--- src/rtl/alu_pkg.sv ---
// Shared op, funct and FSM encodings for the ALU/MDU.
package alu_pkg;

   typedef enum logic [3:0] {
      OP_AND, OP_XOR, OP_SLL, OP_ADD, OP_SUB, OP_MUL, OP_DIV, OP_DIVU,
      OP_REM, OP_REMU, OP_ADDI, OP_SRAI, OP_ILLEGAL
   } op_e;

   typedef enum logic [1:0] {S_IDLE, S_MUL, S_DIV, S_DONE} state_e;

   localparam logic [1:0] ALUOP_R  = 2'b10;
   localparam logic [1:0] ALUOP_I  = 2'b00;
   localparam logic [1:0] ALUOP_BR = 2'b01;

   localparam logic [9:0] F_AND  = 10'b0000000111;
   localparam logic [9:0] F_XOR  = 10'b0000000100;
   localparam logic [9:0] F_SLL  = 10'b0000000001;
   localparam logic [9:0] F_ADD  = 10'b0000000000;
   localparam logic [9:0] F_SUB  = 10'b0100000000;
   localparam logic [9:0] F_MUL  = 10'b0000001000;
   localparam logic [9:0] F_DIV  = 10'b0000001100;
   localparam logic [9:0] F_DIVU = 10'b0000001101;
   localparam logic [9:0] F_REM  = 10'b0000001110;
   localparam logic [9:0] F_REMU = 10'b0000001111;

   localparam logic [2:0] F3_ADDI = 3'b000;
   localparam logic [2:0] F3_LS   = 3'b010;
   localparam logic [2:0] F3_SRAI = 3'b101;

   // I-type funct7 bits belong to the immediate, so only funct3 is decoded there.
   function automatic op_e decode(input logic [9:0] f, input logic [1:0] aop);
      op_e op;
      op = OP_ILLEGAL;
      case (aop)
         ALUOP_R: begin
            case (f)
               F_AND:  op = OP_AND;
               F_XOR:  op = OP_XOR;
               F_SLL:  op = OP_SLL;
               F_ADD:  op = OP_ADD;
               F_SUB:  op = OP_SUB;
               F_MUL:  op = OP_MUL;
               F_DIV:  op = OP_DIV;
               F_DIVU: op = OP_DIVU;
               F_REM:  op = OP_REM;
               F_REMU: op = OP_REMU;
               default: op = OP_ILLEGAL;
            endcase
         end
         ALUOP_I: begin
            case (f[2:0])
               F3_ADDI, F3_LS: op = OP_ADDI;
               F3_SRAI:        op = OP_SRAI;
               default:        op = OP_ILLEGAL;
            endcase
         end
         ALUOP_BR: op = OP_SUB;
         default:  op = OP_ILLEGAL;
      endcase
      return op;
   endfunction

endpackage

--- src/rtl/muldiv_iter.sv ---
// One-bit-per-cycle shift-add multiplier / restoring divider on unsigned magnitudes.
module muldiv_iter #(
   parameter int XLEN    = 32,
   parameter int HAS_DIV = 1
) (
   input  logic            clk_i,
   input  logic            rst_i,
   input  logic            start,
   input  logic            en,
   input  logic            div_op,
   input  logic [XLEN-1:0] a,
   input  logic [XLEN-1:0] b,
   output logic            last,
   output logic [XLEN-1:0] prod,
   output logic [XLEN-1:0] quo,
   output logic [XLEN-1:0] rem
);
   localparam int CW = $clog2(XLEN);

   // acc: partial product / partial remainder; q: multiplier / dividend->quotient; m: multiplicand / divisor
   logic [XLEN-1:0] acc, q, m;
   logic [CW-1:0]   cnt;
   logic            is_div;
   logic [XLEN:0]   r_sh, diff;

   assign last = (cnt == CW'(XLEN-1));

   // Next-step values are exposed so the final step can be captured on the same edge.
   always_comb begin
      r_sh = {acc, q[XLEN-1]};
      diff = r_sh - {1'b0, m};
      prod = acc + (q[0] ? m : '0);
      if (!diff[XLEN]) begin
         rem = diff[XLEN-1:0];
         quo = {q[XLEN-2:0], 1'b1};
      end else begin
         rem = r_sh[XLEN-1:0];
         quo = {q[XLEN-2:0], 1'b0};
      end
   end

   always_ff @(posedge clk_i or negedge rst_i) begin
      if (!rst_i) begin
         acc    <= '0;
         q      <= '0;
         m      <= '0;
         cnt    <= '0;
         is_div <= 1'b0;
      end else if (start) begin
         acc    <= '0;
         q      <= a;
         m      <= b;
         cnt    <= '0;
         is_div <= div_op && (HAS_DIV != 0);
      end else if (en) begin
         cnt <= cnt + CW'(1);
         if (is_div) begin
            acc <= rem;
            q   <= quo;
         end else begin
            acc <= prod;
            q   <= q >> 1;
            m   <= m << 1;
         end
      end
   end

endmodule

--- src/rtl/alu_mdu.sv ---
// EX-stage ALU with built-in decode, single-cycle base ops and iterative mul/div/rem.
module alu_mdu
   import alu_pkg::*;
#(
   parameter int XLEN    = 32,
   parameter int HAS_DIV = 1
) (
   input  logic            clk_i,
   input  logic            rst_i,
   input  logic            valid_i,
   output logic            ready_o,
   input  logic [9:0]      funct_i,
   input  logic [1:0]      ALUOp_i,
   input  logic [XLEN-1:0] op_a_i,
   input  logic [XLEN-1:0] op_b_i,
   input  logic            flush_i,
   output logic            out_valid_o,
   output logic [XLEN-1:0] result_o,
   output logic            zero_o,
   output logic            busy_o
);
   localparam int SW = $clog2(XLEN);

   state_e          state;
   op_e             op, op_q;
   logic [XLEN-1:0] alu_res, a_mag, b_mag, fin, mag, prod, quo, rem;
   logic            accept, signed_div, is_dop, a_neg, b_neg, go_mul, go_div;
   logic            neg_q, neg_r, last;

   assign ready_o    = (state == S_IDLE) || (state == S_DONE);
   assign busy_o     = (state == S_MUL) || (state == S_DIV);
   assign op         = decode(funct_i, ALUOp_i);
   assign accept     = valid_i && ready_o && !flush_i;
   assign is_dop     = op inside {OP_DIV, OP_DIVU, OP_REM, OP_REMU};
   assign signed_div = (op == OP_DIV) || (op == OP_REM);
   assign a_neg      = signed_div && op_a_i[XLEN-1];
   assign b_neg      = signed_div && op_b_i[XLEN-1];
   assign a_mag      = a_neg ? -op_a_i : op_a_i;
   assign b_mag      = b_neg ? -op_b_i : op_b_i;
   assign go_mul     = (op == OP_MUL);
   // Divide by zero never iterates; its fixed result comes from the single-cycle path.
   assign go_div     = (HAS_DIV != 0) && is_dop && (op_b_i != '0);

   always_comb begin
      alu_res = '0;
      case (op)
         OP_AND:          alu_res = op_a_i & op_b_i;
         OP_XOR:          alu_res = op_a_i ^ op_b_i;
         OP_SLL:          alu_res = op_a_i << op_b_i[SW-1:0];
         OP_ADD, OP_ADDI: alu_res = op_a_i + op_b_i;
         OP_SUB:          alu_res = op_a_i - op_b_i;
         OP_SRAI:         alu_res = $signed(op_a_i) >>> op_b_i[SW-1:0];
         OP_DIV, OP_DIVU: alu_res = (HAS_DIV != 0) ? '1 : '0;
         OP_REM, OP_REMU: alu_res = (HAS_DIV != 0) ? op_a_i : '0;
         default:         alu_res = '0;
      endcase
   end

   always_comb begin
      mag = quo;
      fin = prod;
      if (op_q != OP_MUL) begin
         if ((op_q == OP_REM) || (op_q == OP_REMU)) begin
            mag = rem;
            fin = neg_r ? -mag : mag;
         end else begin
            fin = neg_q ? -mag : mag;
         end
      end
   end

   muldiv_iter #(.XLEN(XLEN), .HAS_DIV(HAS_DIV)) u_iter (
      .clk_i  (clk_i),
      .rst_i  (rst_i),
      .start  (accept && (go_mul || go_div)),
      .en     (busy_o),
      .div_op (go_div),
      .a      (a_mag),
      .b      (b_mag),
      .last   (last),
      .prod   (prod),
      .quo    (quo),
      .rem    (rem)
   );

   always_ff @(posedge clk_i or negedge rst_i) begin
      if (!rst_i) begin
         state       <= S_IDLE;
         out_valid_o <= 1'b0;
         result_o    <= '0;
         zero_o      <= 1'b0;
         op_q        <= OP_ILLEGAL;
         neg_q       <= 1'b0;
         neg_r       <= 1'b0;
      end else begin
         out_valid_o <= 1'b0;
         zero_o      <= 1'b0;
         if (flush_i) begin
            state <= S_IDLE;
         end else if (busy_o) begin
            if (last) begin
               state       <= S_DONE;
               out_valid_o <= 1'b1;
               result_o    <= fin;
               zero_o      <= (fin == '0);
            end
         end else begin
            state <= S_IDLE;
            if (valid_i) begin
               op_q  <= op;
               neg_q <= a_neg ^ b_neg;
               neg_r <= a_neg;
               if (go_mul) begin
                  state <= S_MUL;
               end else if (go_div) begin
                  state <= S_DIV;
               end else begin
                  out_valid_o <= 1'b1;
                  result_o    <= alu_res;
                  zero_o      <= (alu_res == '0);
               end
            end
         end
      end
   end

endmodule

--- config.mk ---
export PLATFORM = sky130hd
export DESIGN_NAME = alu_mdu
export DESIGN_NICKNAME = d
export VERILOG_FILES = /design/src/rtl/alu_pkg.sv /design/src/rtl/muldiv_iter.sv /design/src/rtl/alu_mdu.sv
export SDC_FILE = /design/constraint.sdc
export NUM_CORES = 1
export LEC_CHECK = 0
export CAP_MARGIN = 30
export CORE_UTILIZATION = 67
export CTS_BUF_LIST = sky130_fd_sc_hd__clkbuf_16
export DETAILED_ROUTE_END_ITERATION = 6
export DONT_BUFFER_PORTS = 1
export GPL_TIMING_DRIVEN = 0
export PLACE_DENSITY = 0.83
export SLEW_MARGIN = 15
export SYNTH_ARGS = -nofsm -noshare
export SYNTH_HDL_FRONTEND = slang
export SYNTH_SLANG_ARGS = --single-unit
export TNS_END_PERCENT = 5
--- constraint.sdc ---
create_clock -name clk_i -period 6.5 [get_ports clk_i]
set_input_delay 1.3 -clock clk_i [delete_from_list [all_inputs] [get_ports clk_i]]
set_output_delay 1.3 -clock clk_i [all_outputs]
set_load 0.02 [all_outputs]
==> qor.csv, run 1 <==
metric;value;unit
post-synthesis cell count;2965;
post-synthesis adder-cell area fraction;7.87;%
PortBufs;0;
main combinational cell family by area after synthesis;compound AO/OA/AOI/OAI gates;
largest net degree at the start of global routing;145;
register bit total from synthesis;144;
gpl congestion;1.27;
synth warn;0;
Place WS;-2.40;ns
vias in the first global route;26300;
Die X;183;um
Mean Syn Cell Area;7.43;um2
Die Y;183;um
Syn Std Cell Area;22000;um2
global-route wire length before repair;161000;um
initial cell density of the core;67.9;%
IO Pins;116;
Halt Stage;global routing;
H-tree lvl count;4;
CTS root buffer;clkbuf_16;
status;did not finish;
post-synthesis mux area share;12.3;%
Post-synth EDFFs;0;
sequential-to-total area share from yosys stat;16.4;%
cts bufs inserted;17;
Global Route Usage Sum;63.7;%
Error;[ERROR GRT-0116] Global routing finished with congestion. Check the congestion regions in the DRC Viewer.;
grt ovf;1;
placed wire-length estimate;79900;um
# clock sinks;144;
Top FF cell, synth;dfrtp_1;
placed cell area;22600;um2
Compound-Gate Fraction of Synth Area;28.5;%
Clock Tree Buf Depth;2;
asr flop ratio synth;100;%
Syn Nets;3181;
post-synth cell types;98;
post-synthesis simple-gate area fraction;21.6;%
post-synth top area share;16.1;%
num rows;66;
top post-synthesis cells by area;dfrtp_1 16%, ha_1 7.6%, mux4_2 7.2%, a21oi_1 6.0%, o21ai_0 5.7%;
XOR/XNOR Fraction of Synth Area;7.83;%
leading area contributor after synthesis;dfrtp_1;
-- cell families after synthesis --
logic type               after synthesis
XOR/XNOR                             197
AND/OR/NAND/NOR                     1022
flip-flops                           144
adder cells (fa/ha/maj)              137
AO/OA/AOI/OAI                        971
buffers and inverters                313
multiplexers                         181
-- per-layer routing --
| layer | GRT usage (%) | overflow |
|---|---|---|
| met3 | 40.7 | 0 |
| met1 | 65.0 | 0 |
| met5 | 4.59 | 0 |
| met2 | 88.0 | 0 |
| met4 | 59.0 | 1 |
-- cell usage after synthesis, types with 20 or more instances --
cell	count
a31oi_1	29
inv_1	79
or3_1	48
ha_1	133
o21ai_0	252
o22ai_1	25
o31ai_1	36
mux2_2	23
buf_1	28
nor2_1	318
xnor2_1	114
a221oi_1	20
xor2_1	83
a21o_1	40
nand4_1	31
dfrtp_1	142
a21oi_1	262
nand3_1	62
clkbuf_1	189
mux2i_1	88
nor4_1	25
mux4_2	70
nand2b_1	24
a211oi_1	51
nor3_1	78
nand2_1	321
o211ai_1	59
-- through the flow --
step	setup TNS [ns]	hold WS [ns]	instances
detailed placement	-101.11	0.495	3410
global placement	-85.71	0.473	3407
floorplan	0	0.463	2965
CTS	0	0.492	3446
-- timing repair --
| item | CTS |
|---|---|
| buffers inserted | 10 |
| gates resized for setup | 63 |
| endpoints found under the setup margin | 108 |
| cloned | 0 |
| hold buffers | 0 |
| pin swaps | 13 |
==> run 2, diff against run 1 <==
Settings changed: CORE_UTILIZATION 67 to 40, CTS_BUF_LIST sky130_fd_sc_hd__clkbuf_16 to not set, PLACE_DENSITY 0.83 to not set, PLACE_DENSITY_LB_ADDON set to 0.15.
==> qor.csv, run 2 <==
metric;value;unit;change
Syn Std Cell Area;22000;um2;unchanged
Worst Setup Start Kind;input port;;
DR iter-0 viols;2745;;
asr flop ratio synth;100;%;unchanged
commonest cells in the netlist;321 x nand2_1, 318 x nor2_1, 262 x a21oi_1;;
sequential-to-total area share from yosys stat;16.4;%;unchanged
Layout fillers;5496;;
Post-synth EDFFs;0;;unchanged
most frequent cell after synthesis;nand2_1;;
drt total wl;122000;um;
later-pin clock latency in the skew report;0.48;ns;
Slew headroom;23.2;%;
Syn Nets;3181;;unchanged
core area;54100;um2;
clock tree from TritonCTS;done;;
Final Hold Vio Count;0;;
Post-Route Skew;0.0212;ns;
initial cell density of the core;40.7;%;-27 points
via count;25900;;
initial antenna violation count;2;;
placed cell area;23000;um2;+1.9%
Reg clk slew, reported paths;0.08;ns;
Hold WC Path Type;reg -> reg;;
register area;3610;um2;
post-layout total power;0.0123;W;
post-route minimum period;6.54;ns;
CTS root buffer;clkbuf_16;;
synth warn;0;;unchanged
layout cells sized above 1;11.7;%;
leading area contributor after synthesis;dfrtp_1;;
Power Density;495;nW/um2;
WL/cell;32.6;um;
Layout area overhead;12.7;%;
largest net degree at the start of global routing;145;;
most common cell after layout, fill and taps aside;nand2_1;;
Hold WS;0.504;ns;
failing checks;DRC, setup timing;;
gpl congestion;1.03;;-19%
vias in the first global route;24700;;
global-route wire length before repair;175000;um;
top post-synthesis cells by area;dfrtp_1 16%, ha_1 7.6%, mux4_2 7.2%, a21oi_1 6.0%, o21ai_0 5.7%;;
PnR worst setup slack;-0.0449;ns;
commonest cells after routing, fill and taps aside;320 x nand2_1, 315 x nor2_1, 252 x a21oi_1;;
PortBufs;0;;unchanged
Slew @ Worst Pin;1.14;ns;
area of the multi-input gates;17900;um2;
Residual DRC;2;;
placed wire-length estimate;98500;um;+23%
final setup fails;1;;
Die ar.;56000;um2;
Finished Cell Area;24800;um2;
Global Route Usage Sum;42.9;%;
cts bufs inserted;17;;unchanged
Clock Tree Buf Depth;2;;unchanged
crit end category;flop;;
H-tree lvl count;4;;unchanged
register bit total from synthesis;144;;unchanged
CP max FO;5;;
CP Class;in -> reg;;
Peak Freq;0.153;GHz;
nets@finish;3258;;
Leakage;9.55;nW;
CP required;6.91;ns;
Tcrit/Tclk final;101;%;
post-synth top area share;16.1;%;unchanged
Final ANT Viol Nets;0;;
grt ovf;0;;
IO Pins;116;;unchanged
final core occ;45.8;%;
Mean Syn Cell Area;7.43;um2;unchanged
maxcap violations;0;;
num rows;85;;+29%
post-synthesis cell count;2965;;unchanged
Arrival @ worst endpoint;6.95;ns;
# clock sinks;144;;unchanged
Slew Limit Fails;0;;
Die X;237;um;+29%
DR vias/cell;6.90;;
Top FF cell, synth;dfrtp_1;;
Max VDD drop;0.314;mV;
RSZ-0062 raised after global routing;yes;;
Die Y;237;um;+29%
status;finished with violations;;
drt first pass iters;7;;
post-synth cell types;98;;unchanged
run 2: cell counts after synthesis:
No cell type changed its count.
run 2: per-layer routing:
metal / wire, um / vias to the layer above / track usage (%)
met3: 10500 / 433 / 9.37
met4: 10600 / 2 / 30.7
met2: 55900 / 1564 / 70.0
met5: 13 / - / 0
met1: 45500 / 12700 / 49.7
li1: - / 11200 / -
run 2: path summary, 6_finish.rpt:
kind	startpoint	cells past startpoint	slack (ns)	endpoint
max in group asynchronous	rst_i	0	5.63	u_iter.m[27]$_DFFE_PN0P_
setup reg to reg	u_iter.m[0]$_DFFE_PN0P_	26	0.15	zero_o$_DFF_PN0_
min in group asynchronous	rst_i	0	0.53	op_q[1]$_DFFE_PN0P_
hold / removal	op_q[3]$_DFFE_PN1P_	2	0.50	op_q[3]$_DFFE_PN1P_
setup / recovery	funct_i[9]	25	-0.04	zero_o$_DFF_PN0_
hold reg to reg	op_q[3]$_DFFE_PN1P_	2	0.50	op_q[3]$_DFFE_PN1P_
run 2: cell families (layout without fill, tap and decap cells):
group	Yosys count	in the layout	share of synthesized area (%)
compound gates	971	971	28.5
xor+xnor	197	197	7.83
fa+ha+maj	137	137	7.87
buf+inv	313	403	5.44
flops	144	144	16.4
mux	181	181	12.3
other cells	0	1	0
simple gates	1022	1022	21.6
run 2: per-stage QoR:
step | instances | setup TNS (ns) | setup slack (ns)
5_1_grt | 3751 | -0.133 | -0.133
6_report | 3752 | -0.0449 | -0.0449
3_3_place_gp | 3661 | -286.38 | -3.50
4_1_cts | 3720 | -0.160 | -0.102
2_1_floorplan | 2965 | 0 | 0.0536
3_5_place_dp | 3674 | -269.18 | -3.23
run 2: cell type report:
type | count | area share [%]
Inverter | 85 | 1.33
Tap cell | 696 | 3.51
Sequential cell | 144 | 14.5
Multi-Input combinational cell | 2508 | 72.1
Buffer | 219 | 3.96
Clock buffer | 17 | 1.71
Timing Repair Buffer | 67 | 2.11
Clock inverter | 15 | 0.771
Antenna cell | 1 | 0.0101
run 2: critical path, stage by stage:
cell	delay (ns)
or4_4	0.60
o41ai_4	0.47
mux2i_4	0.18
nor2_4	0.18
nor3_2	0.07
buf_6	0.16
clkbuf_16	0.18
nor2_4	0.10
xnor2_2	0.15
ha_1	0.32
a21o_1	0.20
a21oi_2	0.15
o21ai_1	0.09
buf_4	0.20
a31oi_4	0.32
xnor2_2	0.14
a221o_1	0.31
a211o_4	0.31
nor3_4	0.13
nand4_1	0.35
nor4_2	0.38
nand4_1	0.14
nor4_2	0.25
nand4_1	0.13
nand2_1	0.14
run 2: timing repair:
action                                  CTS  global route
endpoints found under the hold margin     0             0
cloned                                    0             0
pin swaps                                20            37
endpoints found under the setup margin  137            54
hold buffers                              0             0
setup buffers                            19            32
resized for setup                       123            75
run 2: where the power goes:
| group | internal (W) | total, W | switching [W] |
|---|---|---|---|
| Combinational | 0.00308 | 0.00930 | 0.00622 |
| Clock | 0.000523 | 0.00105 | 0.000531 |
| Sequential | 0.00127 | 0.00193 | 0.000662 |
Power figures use the tool's default switching activity.
==> run 3, diff against run 2 <==
Settings changed: CAP_MARGIN 30 to 10.
Clock period 6.5 ns to 5.9 ns, I/O delays scaled along.
==> qor.csv, run 3 (synthesis results as in run 2) <==
metric;value;unit;change
Leakage;9.49;nW;-0.59%
Layout fillers;5525;;+0.53%
NetSw;0.00819;W;+11%
num rows;85;;unchanged
Hold WC Path Type;in -> async;;
worst reg2reg endpoint;zero_o$_DFF_PN0_;;
Peak Freq;0.157;GHz;
crit end category;flop;;
# clock sinks;144;;unchanged
reg2reg path depth;27;;+3.8%
cts bufs inserted;17;;unchanged
maxcap violations;0;;unchanged
clock tree from TritonCTS;done;;
RR Startpoint;u_iter.q[31]$_DFFE_PN0P_;;
status;finished with violations;;
most frequent cell on the critical path;nand4_1;;
Power Density;546;nW/um2;+10%
Clock Tree Buf Depth;2;;unchanged
Die ar.;56000;um2;unchanged
register area;3610;um2;about the same
via count;25700;;-0.86%
placed wire-length estimate;96800;um;-1.6%
CP startpoint;funct_i[4];;
Post-Route Skew;0.0183;ns;-0.00282 ns
Global Route Usage Sum;42.2;%;-0.66 points
area of the multi-input gates;18100;um2;+1.2%
Residual DRC;3;;+1
post-route minimum period;6.35;ns;
initial antenna violation count;5;;+3
initial cell density of the core;40.7;%;unchanged
DR vias/cell;6.87;;-0.43%
grt ovf;0;;unchanged
drt first pass iters;7;;unchanged
cells along the critical path;or4_4 > nor4b_4 > a21oi_4 > inv_2 > o21ai_4 > nand2b_4 > clkbuf_16 > mux2i_4 > fa_2 > a21o_1 > a21oi_4 > o21ai_4 > a31oi_4 > xnor2_2 > a221o_1 > a211o_4 > nor3_4 > nand4_1 > nor4_2 > nand4_1 > nor4_2 > nand4_1 > nand2_1;;
Pint;0.00542;W;+11%
Clk pwr share;8.2;%;-0.4 points
final setup fails;4;;+3
CP max FO;5;;unchanged
CTS root buffer;clkbuf_16;;
H-tree lvl count;4;;unchanged
PnR worst setup slack;-0.450;ns;-0.405 ns
Tcrit/Tclk final;108;%;
CP required;6.30;ns;-0.61 ns
CP Buf/Inv Count;2;;-1
Comb pwr share;76.2;%;+0.5 points
CP max stage delay;0.60;ns;about the same
Layout area overhead;13.1;%;
gpl congestion;1.06;;+2.8%
Reg power frac;15.6;%;about the same
Critical Path Stages;23;;-8.0%
Final Hold Vio Count;0;;unchanged
DR iter-0 viols;2606;;-5.1%
Die Y;237;um;unchanged
failing checks;DRC, setup timing;;
Worst Setup Start Kind;input port;;
Final ANT Viol Nets;0;;unchanged
commonest cells after routing, fill and taps aside;318 x nand2_1, 314 x nor2_1, 244 x a21oi_1;;
r2r setup slk;-0.31;ns;-0.46 ns
PortBufs;0;;unchanged
switching fraction of total power;60.2;%;-0.14 points
Die X;237;um;unchanged
nets@finish;3241;;-0.52%
Worst Setup EP;zero_o$_DFF_PN0_;;
Max VDD drop;0.289;mV;-7.9%
layout cells sized above 1;12.2;%;+0.53 points
Slew Limit Fails;0;;unchanged
Reg clk slew, reported paths;0.08;ns;about the same
IO Pins;116;;unchanged
Slew @ Worst Pin;1.26;ns;+0.121 ns
Crit path max-delay family;simple AND/OR/NAND/NOR gates;;
Setup TNS;-0.617;ns;-0.572 ns
WL/cell;32.3;um;-0.96%
Arrival @ worst endpoint;6.75;ns;-0.20 ns
drt total wl;121000;um;-1.4%
Hold WS;0.412;ns;-0.0924 ns
core area;54100;um2;unchanged
Slew headroom;15.6;%;-7.6 points
later-pin clock latency in the skew report;0.47;ns;about the same
CP Class;in -> reg;;
post-layout total power;0.0136;W;+11%
critical path's slowest cell;or4_4;;
vias in the first global route;24700;;+0.14%
most common cell after layout, fill and taps aside;nand2_1;;
global-route wire length before repair;173000;um;-1.2%
RSZ-0062 raised after global routing;yes;;
CTS Hold Buffers Added;0;;unchanged
largest net degree at the start of global routing;145;;unchanged
run 3: cell types whose count changed in the layout (fill, tap and decap cells not counted), sizes merged:
cell | before | now
clkinvlp | 1 | 3
clkdlybuf4s15 | 2 | 1
buf | 102 | 82
diode | 1 | 2
clkbuf | 199 | 202
clkinv | 11 | 9
clkdlybuf4s18 | 0 | 1
run 3: stage by stage:
stage          setup slack, ns  area (um2)  cells  util [%]
6_report                -0.450       24900   3736      46.0
5_1_grt                 -0.494       24900   3734      46.0
4_1_cts                 -0.324       24600   3723      45.5
3_5_place_dp             -2.94       23100   3665      42.6
3_3_place_gp             -3.59       23000   3661      42.5
2_1_floorplan         -0.00995       22100   2965         -
run 3: worst min-delay path by stage:
stage | start | endpoint | slack [ns]
after CTS | rst_i | op_q[1]$_DFFE_PN0P_ | 0.40
final | rst_i | op_q[1]$_DFFE_PN0P_ | 0.41
after floorplan | op_q[0]$_DFFE_PN0P_ | op_q[0]$_DFFE_PN0P_ | 0.46
after detailed placement | state[1]$_DFFE_PN0P_ | state[0]$_DFFE_PN0P_ | 0.49
after global placement | state[1]$_DFFE_PN0P_ | state[0]$_DFFE_PN0P_ | 0.48
after global routing | rst_i | op_q[1]$_DFFE_PN0P_ | 0.40
run 3: power by group through the flow:
stage	Sequential [W]	Clock, W	Combinational [W]
final	0.00212	0.00112	0.0104
after global routing	0.00216	0.00116	0.0110
after CTS	0.00209	0.00113	0.00991
after detailed placement	0.00211	0	0.00938
after global placement	0.00210	0	0.00934
after floorplan	0.00186	0	0.00645
run 3: worst register-to-register path: cells and delay by family, from the launching register on:
| family | cells | cell delay (ns) |
|---|---|---|
| compound gates | 9 | 2.12 |
| buf+inv | 7 | 1.08 |
| flops | 1 | 0.46 |
| fa+ha+maj | 3 | 0.86 |
| simple gates | 7 | 1.45 |
| xor+xnor | 1 | 0.18 |
run 3: layout make-up:
cell class / instances / share of cell area [%]
clock buffer: 17 / 1.71
buffer: 222 / 4.11
tap: 696 / 3.49
clock inverter: 15 / 0.663
timing repair buffer: 47 / 1.55
sequential: 144 / 14.5
inverter: 85 / 1.32
multi-input combinational: 2508 / 72.7
antenna: 2 / 0.0201
run 3: routing by layer:
| metal | share of wire, % | up-vias | track usage (%) |
|---|---|---|---|
| met1 | 37 | 12500 | 48.9 |
| met5 | 0.034 | - | 0 |
| met2 | 45 | 1498 | 68.2 |
| met4 | 9.1 | 6 | 32.0 |
| met3 | 8.6 | 455 | 9.19 |
| li1 | - | 11200 | - |
run 3: timing repair:
action,4_1_cts,5_1_grt
setup buffers,31,11
endpoints found under the setup margin,124,56
pin swaps,46,38
resized for setup,164,59
cloned,0,0
